<file path="src/rtl/hazard_scoreboard.sv">
// ----------------------------------------------------------------------------
// hazard_scoreboard
//   Hazard unit for the pipelined MIPS core. In-flight register writes are
//   tracked in a DEPTH-entry shift scoreboard (entry 0 = EX, 1 = MEM, 2 = WB).
//   It raises a combinational load-use stall for the instruction in ID. It
//   also registers forwarding selects that are valid while that instruction
//   sits in EX. A branch/jump flush kills the ID and EX contents. Two
//   saturating counters record stall cycles and forwarding issues.
//
// Ports
//   clock        in   pipeline clock, rising edge
//   reset_n      in   asynchronous active-low reset
//   id_valid     in   ID holds a real instruction
//   id_rs/id_rt  in   source register indices
//   id_use_rs/rt in   instruction actually reads the source
//   id_dest      in   destination register index
//   id_wr_en     in   instruction writes id_dest
//   id_is_load   in   destination value comes from data memory
//   flush        in   taken branch/jump resolved in EX
//   stall        out  hold PC and IF/ID, bubble into EX (combinational)
//   ex_valid     out  EX holds a real instruction
//   ex_fwd_a/b   out  EX operand source: 0 = regfile, k = scoreboard entry k
//   stall_count  out  saturating count of stall cycles
//   fwd_count    out  saturating count of issues with any forward
// ----------------------------------------------------------------------------
module hazard_scoreboard #(
    parameter int AW         = 5,
    parameter int DEPTH      = 3,
    parameter int LOAD_AVAIL = 2,
    parameter int SW         = 2,
    parameter int CW         = 16
) (
    input  logic          clock,
    input  logic          reset_n,
    input  logic          id_valid,
    input  logic [AW-1:0] id_rs,
    input  logic [AW-1:0] id_rt,
    input  logic          id_use_rs,
    input  logic          id_use_rt,
    input  logic [AW-1:0] id_dest,
    input  logic          id_wr_en,
    input  logic          id_is_load,
    input  logic          flush,
    output logic          stall,
    output logic          ex_valid,
    output logic [SW-1:0] ex_fwd_a,
    output logic [SW-1:0] ex_fwd_b,
    output logic [CW-1:0] stall_count,
    output logic [CW-1:0] fwd_count
);

    logic          v_q    [DEPTH];
    logic [AW-1:0] dest_q [DEPTH];
    logic          ld_q   [DEPTH];

    logic          ex_valid_q;
    logic [SW-1:0] fwd_a_q;
    logic [SW-1:0] fwd_b_q;
    logic [CW-1:0] stall_count_q, stall_count_d;
    logic [CW-1:0] fwd_count_q, fwd_count_d;

    logic          haz;
    logic [SW-1:0] sel_a;
    logic [SW-1:0] sel_b;
    logic          issue;

    // Scan oldest to youngest so the youngest match is the last to assign
    // the select. A producer in the last entry has already written the
    // register file, so its select is 0.
    always_comb begin
        haz   = 1'b0;
        sel_a = '0;
        sel_b = '0;
        for (int i = DEPTH - 1; i >= 0; i--) begin
            if (v_q[i] && (dest_q[i] == id_rs) && (id_rs != '0) && id_use_rs) begin
                if (ld_q[i] && ((i + 1) < LOAD_AVAIL))
                    haz = 1'b1;
                sel_a = ((i + 1) <= (DEPTH - 1)) ? SW'(i + 1) : '0;
            end
            if (v_q[i] && (dest_q[i] == id_rt) && (id_rt != '0) && id_use_rt) begin
                if (ld_q[i] && ((i + 1) < LOAD_AVAIL))
                    haz = 1'b1;
                sel_b = ((i + 1) <= (DEPTH - 1)) ? SW'(i + 1) : '0;
            end
        end
    end

    assign stall = reset_n && id_valid && !flush && haz;
    assign issue = !flush && !stall;

    always_comb begin
        stall_count_d = stall_count_q;
        fwd_count_d   = fwd_count_q;
        if (stall && !(&stall_count_q))
            stall_count_d = stall_count_q + 1'b1;
        if (issue && id_valid && ((sel_a != '0) || (sel_b != '0)) && !(&fwd_count_q))
            fwd_count_d = fwd_count_q + 1'b1;
    end

    always_ff @(posedge clock or negedge reset_n) begin
        if (!reset_n) begin
            for (int k = 0; k < DEPTH; k++) begin
                v_q[k]    <= 1'b0;
                dest_q[k] <= '0;
                ld_q[k]   <= 1'b0;
            end
            ex_valid_q    <= 1'b0;
            fwd_a_q       <= '0;
            fwd_b_q       <= '0;
            stall_count_q <= '0;
            fwd_count_q   <= '0;
        end else begin
            // Entry 1 receives the instruction leaving EX; a flush kills it.
            for (int k = 1; k < DEPTH; k++) begin
                v_q[k]    <= (k == 1 && flush) ? 1'b0 : v_q[k-1];
                dest_q[k] <= dest_q[k-1];
                ld_q[k]   <= ld_q[k-1];
            end
            if (issue) begin
                v_q[0]     <= id_valid && id_wr_en;
                dest_q[0]  <= id_dest;
                ld_q[0]    <= id_is_load;
                ex_valid_q <= id_valid;
                fwd_a_q    <= id_valid ? sel_a : '0;
                fwd_b_q    <= id_valid ? sel_b : '0;
            end else begin
                v_q[0]     <= 1'b0;
                dest_q[0]  <= '0;
                ld_q[0]    <= 1'b0;
                ex_valid_q <= 1'b0;
                fwd_a_q    <= '0;
                fwd_b_q    <= '0;
            end
            stall_count_q <= stall_count_d;
            fwd_count_q   <= fwd_count_d;
        end
    end

    assign ex_valid    = ex_valid_q;
    assign ex_fwd_a    = fwd_a_q;
    assign ex_fwd_b    = fwd_b_q;
    assign stall_count = stall_count_q;
    assign fwd_count   = fwd_count_q;

endmodule

</file>
<file path="config.mk">
export PLATFORM = sky130hd
export DESIGN_NAME = hazard_scoreboard
export DESIGN_NICKNAME = d
export VERILOG_FILES = /design/src/rtl/hazard_scoreboard.sv
export SDC_FILE = /design/constraint.sdc
export NUM_CORES = 1
export LEC_CHECK = 0
export CAP_MARGIN = 10
export CORE_UTILIZATION = 45
export DETAILED_ROUTE_END_ITERATION = 6
export DONT_BUFFER_PORTS = 1
export PLACE_DENSITY = 0.66
export SYNTH_ARGS = -nofsm -noshare
export SYNTH_HDL_FRONTEND = slang
export SYNTH_SLANG_ARGS = --single-unit
</file>
<file path="constraint.sdc">
create_clock -name clock -period 2.7 [get_ports clock]
set_clock_uncertainty 0.15 [all_clocks]
set_input_delay 0.54 -clock clock [delete_from_list [all_inputs] [get_ports clock]]
set_output_delay 0.54 -clock clock [all_outputs]
set_load 0.005 [all_outputs]
</file>
==> flow_summary.toml <==
[synth]
synth_top_family_by_area = "simple AND/OR/NAND/NOR gates"
synthCells = 195
synth_area_leaders = "dfrtp_1, xnor2_1, xor2_1, nand4_1, and3_1"
synthesis.area_mm2 = 0.00230
ys.warnings.count = 0
synth_xor_xnor_area_share = 0.191
synth_fa_ha_area_frac = 0.0109
synth_top_cell_by_area = "dfrtp_1"
synthesis.nets = 220
syn_area_per_cell_um2 = 11.8
synth_cell_types = 29
synth-simple-area-share = 0.214
yosysTopAreaCellShare = 0.545
ys_seq_area_frac = 0.545
synth_compound_area_frac = 0.0174
ys_ff_latch = 50
synth.mux.area_fraction = 0.00981

[critical_path]
crit_path_start_kind = "flip-flop"
worstPathCellList = "xor2_1, nor4_1, nand4_1, buf_4, a21oi_4, buf_4"
critPathRequiredTime_ps = 2010
arrival_ps = 1850
cpPeakStageDelay_ps = 440
crit_type = "flip-flop to output port"
cp_slowest_cell = "dfrtp_1"
worstPathMaxFanout = 4
cp-end-kind = "output port"
path_common_cell = "buf_4"

[timing]
worst_slew_pin_slew_ps = 365
post-route-period-util = 0.941
final.setup.tns_ps = 0
period_minus_slack_ps = 2540
rsz0062_at_grt = "no"
slew_headroom = 0.754
slew_viol_final = 0
fmax_mhz = 393
fin_ws_ps = 158
hold_viol = 0
setup_viol = 0
holdWs_ps = 134

[power_and_ir_drop]
finalPower_mw = 1.37
p_leak_nw = 1.21
peakVddDrop_uv = 338
power.density_mw_per_mm2 = 528

[placed_design]
placed_area_mm2 = 0.00241
placed_cells = 265
gp_congestion = 0.866
port-buffer-count = 0
pre_cts_ws_ps = 67.8
dp_hpwl_um = 3300

[cts]
clockBufferDepth = 2
numCtsBuffers = 5
cts_tree = "yes"
clock_latency_ps = 300
cts_sinks = 50
cts_max_level = 2
cts_root_buf = "clkbuf_8"
clk_pin_slew_worst_paths_ps = 100

[finish]
utilization = 0.540
stdcell_count = 278
num-fill-cells = 456
n_antenna_cell = 0
regArea_mm2 = 0.00125
multi_input_area_mm2 = 0.00102
fin_nets = 235
area_delta_synth_final_pct = 13.3
drive_gt1_frac = 0.114
final_cell_area_mm2 = 0.00260

[drt]
drt_wl_total_um = 4500
drtIter0Drc = 76
num_vias = 1466
ant_nets = 0
dr.pass1.iters = 4
drc = 0
vias_per_cell = 5.27
wl_per_cell_um = 16.2

[hold_path]
worstHoldPathType = "input port to flip-flop"

[floorplan]
chipWidth_um = 73.4
die_y_um = 73.4
core-area_mm2 = 0.00482
initial_utilization = 0.477
die_area_mm2 = 0.00539
rows = 25
io_pins = 61

[global_route]
gr-usage-all-layers = 0.182
grt_pass1_wl_um = 7250
antenna_found_initial = 0
grt_pass1_vias = 1559
grt_overflow = 0
grt_max_degree = 51

[status]
status = "completed"

[flow_run]
cap_violations = 0
[cell families (layout without fill, tap and decap cells)]
group / after synthesis / count (layout)
AND/OR/NAND/NOR: 82 / 82
XOR/XNOR: 50 / 50
flip-flops: 50 / 50
buffers and inverters: 5 / 21
AO/OA/AOI/OAI: 4 / 4
adder cells (fa/ha/maj): 2 / 2
multiplexers: 2 / 2
[placed cells by master, fill, tap and decap left out, drive strengths merged, types with 4 or more instances in the layout]
| cell | instances |
|---|---|
| dfrtp | 50 |
| xnor2 | 29 |
| xor2 | 21 |
| nand4 | 17 |
| nor2 | 11 |
| nand2 | 11 |
| nand3 | 10 |
| and3 | 9 |
| buf | 9 |
| and2 | 8 |
| clkbuf | 5 |
| nor4 | 4 |
| inv | 4 |
[synth_stat cells]
master	n
nor4b_4	1
nand4_1	17
nor4_1	4
nand2b_1	1
o2111a_1	1
or4_1	1
nand2_1	11
a211oi_1	1
ha_1	2
nor2b_1	2
dfrtp_1	50
nand4b_1	1
xnor2_1	29
and4_1	2
mux2_2	2
xor2_1	21
and2_1	8
nor2_1	11
o21ai_1	1
a21oi_4	1
inv_1	3
nor3b_1	1
buf_6	1
nor4b_1	1
and3_1	9
nand3_1	10
buf_2	1
nor3_1	1
nand4b_4	1
[path summary, 6_finish.rpt]
check	cells after the start	slack (ps)	from	endpoint
max	6	160	dest_q[12]	stall
min	1	130	flush	v_q[1]
max reg2reg	8	230	dest_q[11]	fwd_count[1]
min reg2reg	0	300	dest_q[14]	dest_q[9]
max in group asynchronous	2	1580	reset_n	fwd_count[1]
min in group asynchronous	2	600	reset_n	dest_q[7]
[per-layer routing]
metal,global-route usage,routed length [um],vias to the layer above
li1,-,-,705
met1,0.221,1890,716
met2,0.297,2180,40
met3,0.0713,375,5
met4,0.0577,58,0
met5,0,0,-
[sequential cells by signal, summed over array words and instances (netlist names)]
name	flops
ex_fwd_b	2
ex_fwd_a	2
fwd_count	16
dest_q	10
ex_valid	1
v_q	2
stall_count	16
ld_q	1
[report_power, final]
part           internal [mW]  switching [mW]  leakage [nW]
Combinational         0.0296          0.0331         0.466
Clock                  0.282           0.255        0.0563
Sequential             0.760          0.0140         0.683
[repair_timing]
action | CTS | global route
hold buffers | 2 | 0
setup buffers | 0 | 3
resized for setup | 0 | 3
endpoints found under the hold margin | 50 | 0
endpoints found under the setup margin | 0 | 5
[critical path, delay by kind of cell (launching register included)]
kind	cells	cell delay (ps)
xor+xnor	1	180
compound gates	1	140
buf+inv	2	350
flops	1	440
simple gates	2	440
[area by class of cell]
type / count / share of cell area
Timing Repair Buffer: 10 / 0.0438
Clock buffer: 5 / 0.0265
Sequential cell: 50 / 0.481
Inverter: 3 / 0.00433
Multi-Input combinational cell: 140 / 0.393
Tap cell: 67 / 0.0322
Clock inverter: 3 / 0.0188
Power figures use the tool's default switching activity.
